$ cat config.mk
export PLATFORM = sky130hd
export DESIGN_NAME = mem_arbiter
export DESIGN_NICKNAME = d
export VERILOG_FILES = /design/src/rtl/mem_arb_pkg.sv /design/src/rtl/mem_arb_pick.sv /design/src/rtl/mem_arbiter.sv
export SDC_FILE = /design/constraint.sdc
export NUM_CORES = 1
export LEC_CHECK = 0
export CAP_MARGIN = 0
export CORE_MARGIN = 2
export CORE_UTILIZATION = 35
export CTS_BUF_LIST = sky130_fd_sc_hd__clkbuf_8 sky130_fd_sc_hd__clkbuf_16
export DETAILED_ROUTE_END_ITERATION = 10
export DONT_BUFFER_PORTS = 1
export GPL_ROUTABILITY_DRIVEN = 0
export PLACE_DENSITY_LB_ADDON = 0.25
export SLEW_MARGIN = 40
export SYNTH_ARGS = -nofsm -noshare
export SYNTH_HDL_FRONTEND = slang
export SYNTH_SLANG_ARGS = --single-unit
export TNS_END_PERCENT = 100
$ cat constraint.sdc
create_clock -name clk -period 3.65 [get_ports clk]
set_clock_uncertainty 0.1 [all_clocks]
set_input_delay 0.1825 -clock clk [delete_from_list [all_inputs] [get_ports clk]]
set_output_delay 0.1825 -clock clk [all_outputs]
set_load 0.02 [all_outputs]
$ cat src/rtl/mem_arb_pkg.sv
// Shared types and constants for the unified-memory arbiter.
// The optional starvation guard is enabled by defining ARB_STARVE_GUARD_EN.
package mem_arb_pkg;

    typedef enum logic [1:0] {
        ST_IDLE  = 2'd0,
        ST_ISSUE = 2'd1,
        ST_WAIT  = 2'd2
    } arb_state_t;

    typedef enum logic {
        OWN_I = 1'b0,
        OWN_D = 1'b1
    } owner_t;

    localparam logic [3:0] BE_ALL = 4'hF;

    // Width of a counter that must be able to hold the value max_val.
    function automatic int streak_width(input int max_val);
        return (max_val < 1) ? 1 : $clog2(max_val + 1);
    endfunction

endpackage

$ cat src/rtl/mem_arb_pick.sv
// Combinational winner selection between fetch (I) and load/store (D).
// With ARB_STARVE_GUARD_EN, a full D streak hands the tie to I.
module mem_arb_pick
    import mem_arb_pkg::*;
#(
    parameter int MAX_D_STREAK = 4,
    parameter int CNT_W        = 3
) (
    input  logic             i_req,
    input  logic             d_req,
    input  logic [CNT_W-1:0] streak,
    output owner_t           winner
);

`ifdef ARB_STARVE_GUARD_EN
    always_comb begin
        winner = d_req ? OWN_D : OWN_I;
        if (i_req && d_req && (streak == CNT_W'(MAX_D_STREAK))) begin
            winner = OWN_I;
        end
    end
`else
    // Strict D priority: the streak and i_req carry no information here.
    logic unused_pick;
    assign unused_pick = &{1'b0, i_req, streak};

    always_comb begin
        winner = d_req ? OWN_D : OWN_I;
    end
`endif

endmodule

$ cat src/rtl/mem_arbiter.sv
// Single-transaction arbiter sharing one req/gnt memory between the I and D ports.
// Define ARB_STARVE_GUARD_EN to bound consecutive contended D grants.
module mem_arbiter
    import mem_arb_pkg::*;
#(
    parameter int ADDR_W       = 12,
    parameter int DATA_W       = 32,
    parameter int MAX_D_STREAK = 4
) (
    input  logic              clk,
    input  logic              reset,

    input  logic              i_req,
    input  logic [ADDR_W-1:0] i_addr,
    output logic              i_gnt,
    output logic              i_rvalid,
    output logic [DATA_W-1:0] i_rdata,

    input  logic              d_req,
    input  logic              d_we,
    input  logic [ADDR_W-1:0] d_addr,
    input  logic [DATA_W-1:0] d_wdata,
    input  logic [3:0]        d_be,
    output logic              d_gnt,
    output logic              d_rvalid,
    output logic [DATA_W-1:0] d_rdata,

    output logic              m_req,
    output logic              m_we,
    output logic [ADDR_W-1:0] m_addr,
    output logic [DATA_W-1:0] m_wdata,
    output logic [3:0]        m_be,
    input  logic              m_gnt,
    input  logic              m_rvalid,
    input  logic [DATA_W-1:0] m_rdata,

    output logic              busy
);

    localparam int CNT_W = streak_width(MAX_D_STREAK);

    arb_state_t        state_reg, state_next;
    owner_t            owner_reg;
    logic              we_reg;
    logic [ADDR_W-1:0] addr_reg;
    logic [DATA_W-1:0] wdata_reg;
    logic [3:0]        be_reg;

    owner_t            winner;
    logic [CNT_W-1:0]  streak_cnt;
    logic              grant;
    logic              rsp_take;

    mem_arb_pick #(
        .MAX_D_STREAK (MAX_D_STREAK),
        .CNT_W        (CNT_W)
    ) u_pick (
        .i_req  (i_req),
        .d_req  (d_req),
        .streak (streak_cnt),
        .winner (winner)
    );

    // Grants are combinational so the requester sees acceptance in its request cycle.
    assign grant    = (state_reg == ST_IDLE) && (i_req || d_req) && !reset;
    assign i_gnt    = grant && (winner == OWN_I);
    assign d_gnt    = grant && (winner == OWN_D);
    assign rsp_take = (state_reg == ST_WAIT) && m_rvalid;

    assign m_req   = (state_reg == ST_ISSUE);
    assign m_we    = we_reg;
    assign m_addr  = addr_reg;
    assign m_wdata = wdata_reg;
    assign m_be    = be_reg;
    assign busy    = (state_reg != ST_IDLE);

    always_comb begin
        state_next = state_reg;
        case (state_reg)
            ST_IDLE: begin
                if (grant) begin
                    state_next = ST_ISSUE;
                end
            end
            ST_ISSUE: begin
                if (m_gnt) begin
                    state_next = we_reg ? ST_IDLE : ST_WAIT;
                end
            end
            ST_WAIT: begin
                if (m_rvalid) begin
                    state_next = ST_IDLE;
                end
            end
            default: state_next = ST_IDLE;
        endcase
    end

    always_ff @(posedge clk) begin
        if (reset) begin
            state_reg <= ST_IDLE;
            owner_reg <= OWN_I;
            we_reg    <= 1'b0;
            addr_reg  <= '0;
            wdata_reg <= '0;
            be_reg    <= '0;
        end else begin
            state_reg <= state_next;
            if (grant) begin
                owner_reg <= winner;
                if (winner == OWN_D) begin
                    we_reg    <= d_we;
                    addr_reg  <= d_addr;
                    wdata_reg <= d_wdata;
                    be_reg    <= d_be;
                end else begin
                    we_reg    <= 1'b0;
                    addr_reg  <= i_addr;
                    wdata_reg <= '0;
                    be_reg    <= BE_ALL;
                end
            end
        end
    end

    // Per-port response registers: index 0 serves I, index 1 serves D.
    genvar gi;
    generate
        for (gi = 0; gi < 2; gi++) begin : g_resp
            logic [DATA_W-1:0] rdata_reg;
            logic              rvalid_reg;
            owner_t            port_id;

            assign port_id = (gi == 1) ? OWN_D : OWN_I;

            always_ff @(posedge clk) begin
                if (reset) begin
                    rdata_reg  <= '0;
                    rvalid_reg <= 1'b0;
                end else begin
                    rvalid_reg <= 1'b0;
                    if (rsp_take && (owner_reg == port_id)) begin
                        rdata_reg  <= m_rdata;
                        rvalid_reg <= 1'b1;
                    end
                end
            end
        end
    endgenerate

    assign i_rdata  = g_resp[0].rdata_reg;
    assign i_rvalid = g_resp[0].rvalid_reg;
    assign d_rdata  = g_resp[1].rdata_reg;
    assign d_rvalid = g_resp[1].rvalid_reg;

`ifdef ARB_STARVE_GUARD_EN
    // Counts D wins that happened while I was also waiting.
    always_ff @(posedge clk) begin
        if (reset) begin
            streak_cnt <= '0;
        end else if (d_gnt && i_req) begin
            streak_cnt <= streak_cnt + CNT_W'(1);
        end else if (grant) begin
            streak_cnt <= '0;
        end
    end
`else
    assign streak_cnt = '0;
`endif

endmodule

After elaboration in Yosys (flattened, before gate mapping) --
Cells that the tools add are included.
Word-level totals: register bits after elaboration 118, output and inout bits 119, input port bits 99, word-level logic and storage cells 41
Cells by class: bitwise gates (word level) 2, reductions and logical operators 12, equality and inequality tests 5, mux-type cells 12
Operator list (number):
- 32-bit 2-to-1 mux | 1
- 12-bit 2-to-1 mux | 1
- 2-bit 2-to-1 mux | 4
- 1-bit logical AND | 7
- 2-bit one-hot mux with 3 select lines | 1
- 1-bit 2-to-1 mux | 4
- 4-bit 2-to-1 mux | 1
- 2-bit inequality test (second input constant) | 2
- 3-bit AND reduction | 1
- 2-bit by 1-bit equality test with 1-bit output (second input constant) | 1
- 2-bit equality test (second input constant) | 1
- 2-bit zero test | 1
- 2-bit by 1-bit inequality test with 1-bit output (second input constant) | 1
- 1-bit inverter | 2
- 2-bit nonzero test | 1
- 1-bit zero test | 1
- 1-bit logical OR | 1

Depth between registers and ports, before layout --
Gate-level depths: netlist of the first run.
word-level depth 5, depth in mapped cells 7, gate-level depth less buffers 4

Modules after synthesis --
A second synthesis of the first run with hierarchy kept.
Unflattened totals: cells, all modules 534, area, all modules 4454.3 um^2
By module, submodules not included:
- mem_arbiter | area each 4446.8 um^2, seq. area each 2362.3 um^2, cells each 533, times used 1
- mem_arb_pick | area each 7.5 um^2, seq. area each 0.0 um^2, cells each 1, times used 1

Worst setup path before layout of the first run --
OpenSTA, ideal clock, no wires.
path type register to output, start point register state_reg[1], end point output port i_gnt, setup slack 1.502 ns, cell stages (with the launch flop) 6, required time 3.367 ns, buffers on the path 2, data arrival time 1.865 ns, cell sequence dfxtp_1 > buf_6 > nor2_2 > clkinv_1 > clkbuf_1 > nor4_1
On the way: cells in the longest elaborated chain, start to end 4
RTL lines:
- from (decl) | RTL line mem_arbiter.sv:42 | arb_state_t state_reg, state_next;
- from (signal assigned) | RTL line mem_arbiter.sv:108 | state_reg <= state_next;
- 2-bit zero test | RTL line mem_arbiter.sv:65 | assign grant = (state_reg == ST_IDLE) && (i_req || d_req) && !reset;
- 1-bit logical AND (2 in series) | RTL line mem_arbiter.sv:65
- 1-bit logical AND | RTL line mem_arbiter.sv:66 | assign i_gnt = grant && (winner == OWN_I);
- to (decl) | RTL line mem_arbiter.sv:15 | output logic i_gnt,
No other way between the ends.

Worst setup path after layout of the first run --
start point register state_reg[0], end point register wdata_reg[16], in the netlist m_wdata[16]
On the way: cells in the longest elaborated chain, start to end 3
RTL lines:
- 2-bit zero test | RTL line mem_arbiter.sv:65
- 1-bit logical AND (2 in series) | RTL line mem_arbiter.sv:65
- to (signal assigned) | RTL line mem_arbiter.sv:114 | wdata_reg <= d_wdata;
- to (decl) | RTL line mem_arbiter.sv:46 | logic [DATA_W-1:0] wdata_reg;
No other way between the ends. A chain may end at the register's enable or synchronous reset.

==> impl_metrics.env, run 1 <==
export IMPL_io_pins=218
export IMPL_worst_setup_path_end_kind="register"
export IMPL_crit_cells=5
export IMPL_vias_per_cell=5.15
export IMPL_cts_buffers=17
export IMPL_hold_viol=0
export IMPL_detail_route_antenna_nets=0
export IMPL_fmaxAchievable_ghz=0.436
export IMPL_syn_nets=626
export IMPL_power_frac_comb_pct=8.2
export IMPL_dieArea_mm2=0.0133
export IMPL_yosys_area_top_type_share_pct=54.6
export IMPL_worst_pin_slew_ns=0.659
export IMPL_cap_violations=0
export IMPL_post_cts_resized=0
export IMPL_path_cells="or4b_1, inv_8, nand2_1, a21oi_1, dlygate4sd3_1"
export IMPL_path_buf_inv=2
export IMPL_ys_types=31
export IMPL_cp_required_ns=3.90
export IMPL_finalSetupViolCount=0
export IMPL_clk_insertion_delay_late_ns=0.40
export IMPL_remaining_drc_errors=0
export IMPL_finalWirelength_mm=12.5
export IMPL_relSlewSlack_pct=55.9
export IMPL_post_cts_buffers=0
export IMPL_coreArea_mm2=0.0120
export IMPL_hold_depth=2
export IMPL_antenna_found_initial=0
export IMPL_firstDrtPassIters=4
export IMPL_async_reset_ff_share_pct=0
export IMPL_crit_family="buffers and inverters"
export IMPL_grt_pass1_wl_mm=19.7
export IMPL_start_util_pct=36.0
export IMPL_drive_gt1_share_pct=7.13
export IMPL_status="complete, no violations"
export IMPL_p_leak_nw=2.09
export IMPL_wl_met1_mm=4.92
export IMPL_rsz0062_at_grt="false"
export IMPL_drv_slew=0
export IMPL_powerDensity_mw_per_mm2=546
export IMPL_synth_flop_cell="dfxtp_1"
export IMPL_grt_usage_pct=19.1
export IMPL_hpwl_mm=7.35
export IMPL_fp_dieW_um=115
export IMPL_path_clk_slew_ns=0.05
export IMPL_area_growth_pct=36.3
export IMPL_max_stage_delay_ns=0.72
export IMPL_yosysSeqAreaShare_pct=54.6
export IMPL_yosys_area_top_type="dfxtp_1"
export IMPL_p_clk_share_pct=47.5
export IMPL_hold_class="input port to register"
export IMPL_cts_root_buf="clkbuf_16"
export IMPL_slowest_stage="or4b_1"
export IMPL_internal_power_w=0.00244
export IMPL_synthesis_area_mm2=0.00432
export IMPL_grt_max_degree=120
export IMPL_synth_edf_count=0
export IMPL_cts_tree="built"
export IMPL_syn_avg_cell_area_um2=8.21
export IMPL_routed_wl_met3_um=955
export IMPL_vdd_drop_max_v=0.000312
export IMPL_synthCells=527
export IMPL_cp_max_fo=34
export IMPL_die_y_um=115
export IMPL_reg2reg_depth=5
export IMPL_htree_levels=4
export IMPL_final_net_count=704
export IMPL_synth_top_cells_by_area="dfxtp_1, nand2_1, a21oi_1"
export IMPL_io_buffer_count=0
export IMPL_fp_row_count=40
export IMPL_met2_length_mm=6.33
export IMPL_diodes=0
export IMPL_cp_start_kind="register"
export IMPL_drt_iter0_drc=242
export IMPL_globalRouteOverflowTotal=0
export IMPL_p_seq_share_pct=44.3
export IMPL_p_total_w=0.00322
export IMPL_cp_arrival_ns=2.55
export IMPL_vias=3938
export IMPL_fin_tns_setup_ns=0
export IMPL_grt_pass1_vias=3950
export IMPL_dr_max_layer_used="met4"
export IMPL_swShare_pct=24.3
export IMPL_synth_seq_cells=118
export IMPL_switchingPower_w=0.000783
export IMPL_numClockSinks=118
export IMPL_critical_path_class="register to register"
export IMPL_synth_warnings=0
export IMPL_route_detailed_wl_per_inst_um=16.4
export IMPL_period_share_pct=62.9
export IMPL_fin_crit_ns=2.29
export IMPL_clockBufferDepth=2
stage by stage:
stage	worst slack, ns	cell area (um2)	utilization (%)	instances	hold slack (ns)
floorplan	1.50	4320	-	527	0.219
global placement	1.58	4360	36.3	637	0.160
detailed placement	1.47	4360	36.3	637	0.161
CTS	1.35	5890	49.1	764	0.0975
global route	1.24	5900	49.1	764	0.127
finish	1.36	5900	49.1	764	0.0799
worst paths after layout:
| kind | start | to | slack, ns |
|---|---|---|---|
| worst max-delay path | state_reg[0] | m_wdata[16] | 1.36 |
| worst min register to register | d_rdata[3] | d_rdata[3] | 0.45 |
| worst max register to register | state_reg[0] | m_wdata[16] | 1.36 |
| worst min-delay path | reset | m_wdata[11] | 0.08 |
placed cells by master (no fill, tap or decap):
cell / n
nor3b_1: 1
bufinv_16: 1
or4b_1: 1
nor2b_1: 1
o21ai_0: 31
nor4bb_4: 1
dlygate4sd3_1: 95
a22oi_1: 1
clkinv_1: 1
nand4bb_1: 1
mux2i_1: 11
nor2_1: 8
buf_16: 1
nor3_1: 4
a21oi_1: 113
and4b_1: 1
nand2_1: 161
nor4_1: 1
a211oi_1: 11
inv_8: 1
clkbuf_16: 17
o32ai_1: 1
dfxtp_1: 118
nand2b_1: 2
o21ai_1: 3
inv_1: 4
a31oi_1: 1
clkinvlp_4: 3
and3b_1: 1
nor2_2: 3
nand4b_1: 1
clkinv_2: 5
clkbuf_8: 3
buf_4: 8
or2_2: 1
layout make-up:
cell class / instances / area, um2
sequential: 118 / 2360
tap: 147 / 184
clock inverter: 11 / 85.1
multi-input combinational: 360 / 1740
clock buffer: 20 / 467
fill: 1108 / 6120
inverter: 4 / 22.5
timing repair buffer: 104 / 1040
power by group through the flow:
stage	clock, W	sequential, W	combinational (W)
after floorplan	0	0.00144	0.000145
after global placement	0	0.00145	0.000139
after detailed placement	0	0.00145	0.000145
after CTS	0.00157	0.00142	0.000259
after global routing	0.00163	0.00143	0.000290
final	0.00153	0.00143	0.000263
Yosys cell counts (3+ instances only):
library cell / n
nand2_1: 161
buf_2: 4
o21ai_0: 31
nor3_1: 4
o21ai_1: 3
clkbuf_1: 36
mux2i_1: 11
dfxtp_1: 118
nor2_1: 10
a211oi_1: 11
a21oi_1: 113
buf_8: 3
routing by layer:
layer,global-route usage (%),vias to the layer above
met4,10.4,0
li1,-,1923
met3,7.38,25
met5,0,-
met2,32.4,148
met1,20.5,1842
cells by family (layout without fill, tap and decap cells):
logic type / count (synthesis) / in the layout / share of synthesized area, %
DFF: 118 / 118 / 54.6
buffers and inverters: 49 / 139 / 5.67
AOI/OAI and AO/OA: 161 / 161 / 19.4
and+or+nand+nor: 188 / 188 / 17.7
muxes: 11 / 11 / 2.55
worst register-to-register path, cell delays in order (launching register included):
cell,delay [ns]
dfxtp_1,0.38
or4b_1,0.72
inv_8,0.26
nand2_1,0.10
a21oi_1,0.13
dlygate4sd3_1,0.55
what timing repair did:
item / 4_1_cts / 5_1_grt
hold endpoints to repair: 118 / 0
setup endpoints to repair: 0 / 0
hold buffers: 96 / 0
Power figures use the tool's default switching activity.
==> run 2: changes to the inputs <==
==> constraint.sdc (replaced) <==
create_clock -name clk -period 2.4 [get_ports clk]
set_clock_uncertainty 0.1 [all_clocks]
set_input_delay 0.12 -clock clk [delete_from_list [all_inputs] [get_ports clk]]
set_output_delay 0.12 -clock clk [all_outputs]
set_load 0.02 [all_outputs]
==> impl_metrics.env, run 2 (synthesis results as in run 1) <==
export IMPL_final_core_util_pct=50.8
export IMPL_regToRegSetupSlack_ns=0.15
export IMPL_cp_required_ns=2.65
export IMPL_globalRouteOverflowTotal=0
export IMPL_dieArea_mm2=0.0133
export IMPL_powerDensity_mw_per_mm2=847
export IMPL_grtUsageMet2_pct=31.7
export IMPL_worstSetupStartpoint="state_reg[1]"
export IMPL_swShare_pct=23.3
export IMPL_hold_viol=0
export IMPL_fp_dieW_um=115
export IMPL_cp_start_kind="register"
export IMPL_htree_levels=4
export IMPL_use_met3_pct=7.22
export IMPL_drive_gt1_share_pct=7.27
export IMPL_p_leak_nw=2.22
export IMPL_power_frac_comb_pct=8.2
export IMPL_post_place_cells=638
export IMPL_worst_pin_slew_ns=0.695
export IMPL_clk_insertion_delay_late_ns=0.41
export IMPL_cp_max_fo=34
export IMPL_cp_arrival_ns=2.50
export IMPL_antenna_found_initial=0
export IMPL_vdd_drop_max_v=0.000455
export IMPL_grt_most_used_layer="met2"
export IMPL_critical_path_class="register to register"
export IMPL_hold_depth=2
export IMPL_min_from="reset"
export IMPL_relSlewSlack_pct=53.6
export IMPL_path_clk_slew_ns=0.05
export IMPL_io_buffer_count=0
export IMPL_reg2reg_from="state_reg[1]"
export IMPL_cts_buffers=17
export IMPL_area_growth_pct=41.2
export IMPL_grt_max_degree=118
export IMPL_die_y_um=115
export IMPL_internal_power_w=0.00397
export IMPL_setup_slack_ns=0.150
export IMPL_max_stage_delay_ns=0.65
export IMPL_drv_slew=0
export IMPL_cts_tree="built"
export IMPL_detail_route_antenna_nets=0
export IMPL_register_area_mm2=0.00236
export IMPL_grt_pass1_vias=3982
export IMPL_route_detailed_wl_per_inst_um=16.7
export IMPL_finalSetupViolCount=0
export IMPL_pre_cts_slack_ns=0.615
export IMPL_switchingPower_w=0.00121
export IMPL_reg2reg_depth=5
export IMPL_grt_usage_pct=19.3
export IMPL_grtUsageMet1_pct=21.4
export IMPL_numClockSinks=118
export IMPL_final_net_count=719
export IMPL_slowest_stage="or4b_4"
export IMPL_fill_cells=1102
export IMPL_placed_area_mm2=0.00437
export IMPL_grt_pass1_wl_mm=19.7
export IMPL_hpwl_mm=7.43
export IMPL_status="complete, no violations"
export IMPL_period_share_pct=93.7
export IMPL_io_pins=218
export IMPL_firstDrtPassIters=4
export IMPL_diodes=0
export IMPL_fin_cells=780
export IMPL_path_cells="or4b_4, inv_8, nand2_1, a21oi_1, dlygate4sd3_1"
export IMPL_drt_iter0_drc=228
export IMPL_p_seq_share_pct=41.9
export IMPL_final_common_cell="nand2_1"
export IMPL_rsz0062_at_grt="false"
export IMPL_reg2reg_to="m_wdata[11]"
export IMPL_vias_per_cell=5.31
export IMPL_fin_crit_ns=2.25
export IMPL_fp_row_count=40
export IMPL_p_clk_share_pct=49.9
export IMPL_worst_setup_path_end_kind="register"
export IMPL_multi_input_area_mm2=0.00174
export IMPL_cts_root_buf="clkbuf_16"
export IMPL_final_cell_area_mm2=0.00611
export IMPL_start_util_pct=36.0
export IMPL_hold_end="m_wdata[20]"
export IMPL_coreArea_mm2=0.0120
export IMPL_fmaxAchievable_ghz=0.444
export IMPL_fin_tns_setup_ns=0
export IMPL_remaining_drc_errors=0
export IMPL_clockBufferDepth=2
export IMPL_hold_class="input port to register"
export IMPL_finalWirelength_mm=13.0
export IMPL_cap_violations=0
export IMPL_vias=4139
export IMPL_final_cell_mix="nand2_1, dfxtp_1, a21oi_1, dlygate4sd3_1, o21ai_0"
## run 2: changes by cell type in the layout (fill, tap and decap cells not counted)
cell           delta
bufinv_16         +2
buf_6             +1
nor2_2            -1
clkbuf_8          +1
clkinvlp_4        -2
nor2_1            +1
o21ai_0           -2
o21ai_1           +2
dlygate4sd3_1    +14
or4b_1            -1
or4b_4            +1
## run 2: through the flow
step | total power [W] | hold slack [ns]
after global routing | 0.00535 | 0.0288
after floorplan | 0.00240 | 0.156
after CTS | 0.00521 | 0.000628
after detailed placement | 0.00243 | 0.0998
after global placement | 0.00242 | 0.0970
final | 0.00517 | 0.0131
## run 2: final cells by class
type	count	share of cell area, %
multi-input cells	360	28.5
clock buffers	21	7.87
flip-flops and latches	118	38.7
inverters	4	0.369
well taps	147	3.01
repair buffers	119	19.5
clock inverters	11	2.13
## run 2: how the worst max path moves through the flow
stage | to | slack (ns) | cells past startpoint
after floorplan | i_gnt | 0.31 | 5
after global placement | m_we | 0.67 | 4
after detailed placement | m_wdata[7] | 0.62 | 4
final | m_wdata[11] | 0.15 | 5
after global routing | m_wdata[6] | 0.03 | 7
after CTS | m_wdata[17] | 0.08 | 5
## run 2: power groups by stage
stage | sequential [W] | clock [W] | combinational (W)
3_3_place_gp | 0.00220 | 0 | 0.000215
2_1_floorplan | 0.00218 | 0 | 0.000220
3_5_place_dp | 0.00221 | 0 | 0.000224
5_1_grt | 0.00217 | 0.00272 | 0.000462
6_report | 0.00217 | 0.00258 | 0.000424
4_1_cts | 0.00216 | 0.00264 | 0.000409
## run 2: what timing repair did
action	CTS	global route
resized for setup	0	4
setup buffers	0	0
hold buffers	108	2
endpoints found under the setup margin	0	15
hold endpoints to repair	118	2
## run 2: routing by layer
| metal | part of all wire [%] | routed length, um |
|---|---|---|
| met5 | 0 | 0 |
| met4 | 3.1 | 410 |
| met3 | 7.8 | 1020 |
| met2 | 49 | 6440 |
| met1 | 40 | 5160 |
## run 2: critical path, delay by kind of cell (launching register included)
kind	cells	cell delay [ns]
DFF	1	0.38
buffers and inverters	2	0.80
AOI/OAI and AO/OA	1	0.17
and+or+nand+nor	2	0.74
==> run 3: changes to the inputs <==
--- a/config.mk
+++ b/config.mk
@@ -9,10 +9,12 @@
 export CORE_MARGIN = 2
 export CORE_UTILIZATION = 35
 export CTS_BUF_LIST = sky130_fd_sc_hd__clkbuf_8 sky130_fd_sc_hd__clkbuf_16
+export CTS_CLUSTER_SIZE = 28
 export DETAILED_ROUTE_END_ITERATION = 10
 export DONT_BUFFER_PORTS = 1
 export GPL_ROUTABILITY_DRIVEN = 0
 export PLACE_DENSITY_LB_ADDON = 0.25
+export REMOVE_ABC_BUFFERS = 1
 export SLEW_MARGIN = 40
 export SYNTH_ARGS = -nofsm -noshare
 export SYNTH_HDL_FRONTEND = slang
==> impl_metrics.env, run 3 (synthesis results as in run 1) <==
export IMPL_status="complete, no violations"
export IMPL_cts_hold_buf=99
export IMPL_regToRegSetupSlack_ns=0.40
export IMPL_critical_path_class="register to register"
export IMPL_post_place_cells=638
export IMPL_drive_gt1_share_pct=7.40
export IMPL_globalRouteOverflowTotal=0
export IMPL_cp_required_ns=2.64
export IMPL_io_buffer_count=0
export IMPL_area_growth_pct=37.5
export IMPL_drt_iter0_drc=240
export IMPL_htree_levels=4
export IMPL_cp_start_kind="register"
export IMPL_hpwl_mm=7.31
export IMPL_path_clk_slew_ns=0.06
export IMPL_numClockSinks=118
export IMPL_cp_max_fo=32
export IMPL_drv_slew=0
export IMPL_route_detailed_wl_per_inst_um=16.7
export IMPL_cp_arrival_ns=2.24
export IMPL_finalSetupViolCount=0
export IMPL_firstDrtPassIters=4
export IMPL_hold_end="i_rdata[4]"
export IMPL_io_pins=218
export IMPL_vias=4006
export IMPL_antenna_found_initial=0
export IMPL_worst_setup_path_end_kind="register"
export IMPL_fmaxAchievable_ghz=0.499
export IMPL_fin_crit_ns=2.00
export IMPL_final_common_cell="nand2_1"
export IMPL_reg2reg_from="state_reg[1]"
export IMPL_post_cts_resized=0
export IMPL_min_from="reset"
export IMPL_clk_insertion_delay_late_ns=0.39
export IMPL_worst_pin_slew_ns=0.559
export IMPL_remaining_drc_errors=0
export IMPL_grt_pass1_wl_mm=20.1
export IMPL_final_cell_mix="nand2_1, dfxtp_1, a21oi_1, dlygate4sd3_1, o21ai_0"
export IMPL_reg2reg_depth=5
export IMPL_cts_buffers=17
export IMPL_coreArea_mm2=0.0120
export IMPL_period_share_pct=83.5
export IMPL_cts_root_buf="clkbuf_16"
export IMPL_cap_violations=0
export IMPL_cts_tree="built"
export IMPL_detail_route_antenna_nets=0
export IMPL_relSlewSlack_pct=62.6
export IMPL_rsz0062_at_grt="false"
export IMPL_pre_cts_slack_ns=0.610
export IMPL_clockBufferDepth=2
export IMPL_hold_class="input port to register"
export IMPL_post_cts_buffers=0
export IMPL_p_total_w=0.00495
export IMPL_diodes=0
export IMPL_hold_viol=0
export IMPL_start_util_pct=36.0
export IMPL_grt_max_degree=118
export IMPL_powerDensity_mw_per_mm2=832
export IMPL_grt_pass1_vias=3992
export IMPL_finalWirelength_mm=12.8
export IMPL_final_net_count=708
export IMPL_p_leak_nw=2.10
export IMPL_fp_dieW_um=115
export IMPL_vias_per_cell=5.21
export IMPL_reg2reg_to="d_rdata[4]"
export IMPL_die_y_um=115
export IMPL_dieArea_mm2=0.0133
export IMPL_hold_depth=2
export IMPL_vdd_drop_max_v=0.000397
export IMPL_setup_slack_ns=0.397
export IMPL_grt_usage_pct=19.3
export IMPL_fp_row_count=40
export IMPL_fin_cells=769
run 3: final cells by class:
type	count	area [um2]
Sequential cell	118	2360
Clock buffer	18	439
Inverter	4	22.5
Tap cell	147	184
Multi-Input combinational cell	360	1730
Timing Repair Buffer	108	1080
Clock inverter	14	129
Fill cell	1087	6060
run 3: per-stage QoR:
step / hold slack, ns / utilization (%) / area (um2) / TNS (ns)
finish: 0.0632 / 49.5 / 5950 / 0
global route: 0.0617 / 49.5 / 5950 / 0
CTS: 0.0397 / 49.5 / 5950 / 0
detailed placement: 0.102 / 36.4 / 4370 / 0
global placement: 0.0993 / 36.4 / 4370 / 0
floorplan: 0.0891 / - / 4100 / -24.42
run 3: critical path, stage by stage (launching register included):
cell and delay, ns:
dfxtp_1 0.45, and4b_1 0.22, buf_4 0.36, nand2_1 0.10, a21oi_1 0.14, dlygate4sd3_1 0.57
run 3: report_power, final:
group | internal, W | total (W) | switching [W]
Combinational | 0.000198 | 0.000402 | 0.000205
Clock | 0.00146 | 0.00238 | 0.000925
Sequential | 0.00203 | 0.00216 | 0.000134
run 3: how the worst max path moves through the flow:
stage / start / end / slack, ns / cells after the start
4_1_cts: state_reg[0] / d_gnt / 0.38 / 2
2_1_floorplan: state_reg[1] / i_rdata[0] / -0.73 / 3
6_report: state_reg[1] / d_rdata[4] / 0.40 / 5
3_5_place_dp: state_reg[0] / m_wdata[2] / 0.61 / 4
5_1_grt: state_reg[1] / i_gnt / 0.29 / 5
3_3_place_gp: state_reg[0] / m_wdata[28] / 0.68 / 4
run 3: per-layer routing:
layer	track usage [%]	wire, um
met2	33.9	6250
met3	8.91	1350
met5	0	0
met4	6.10	125
met1	20.5	5090
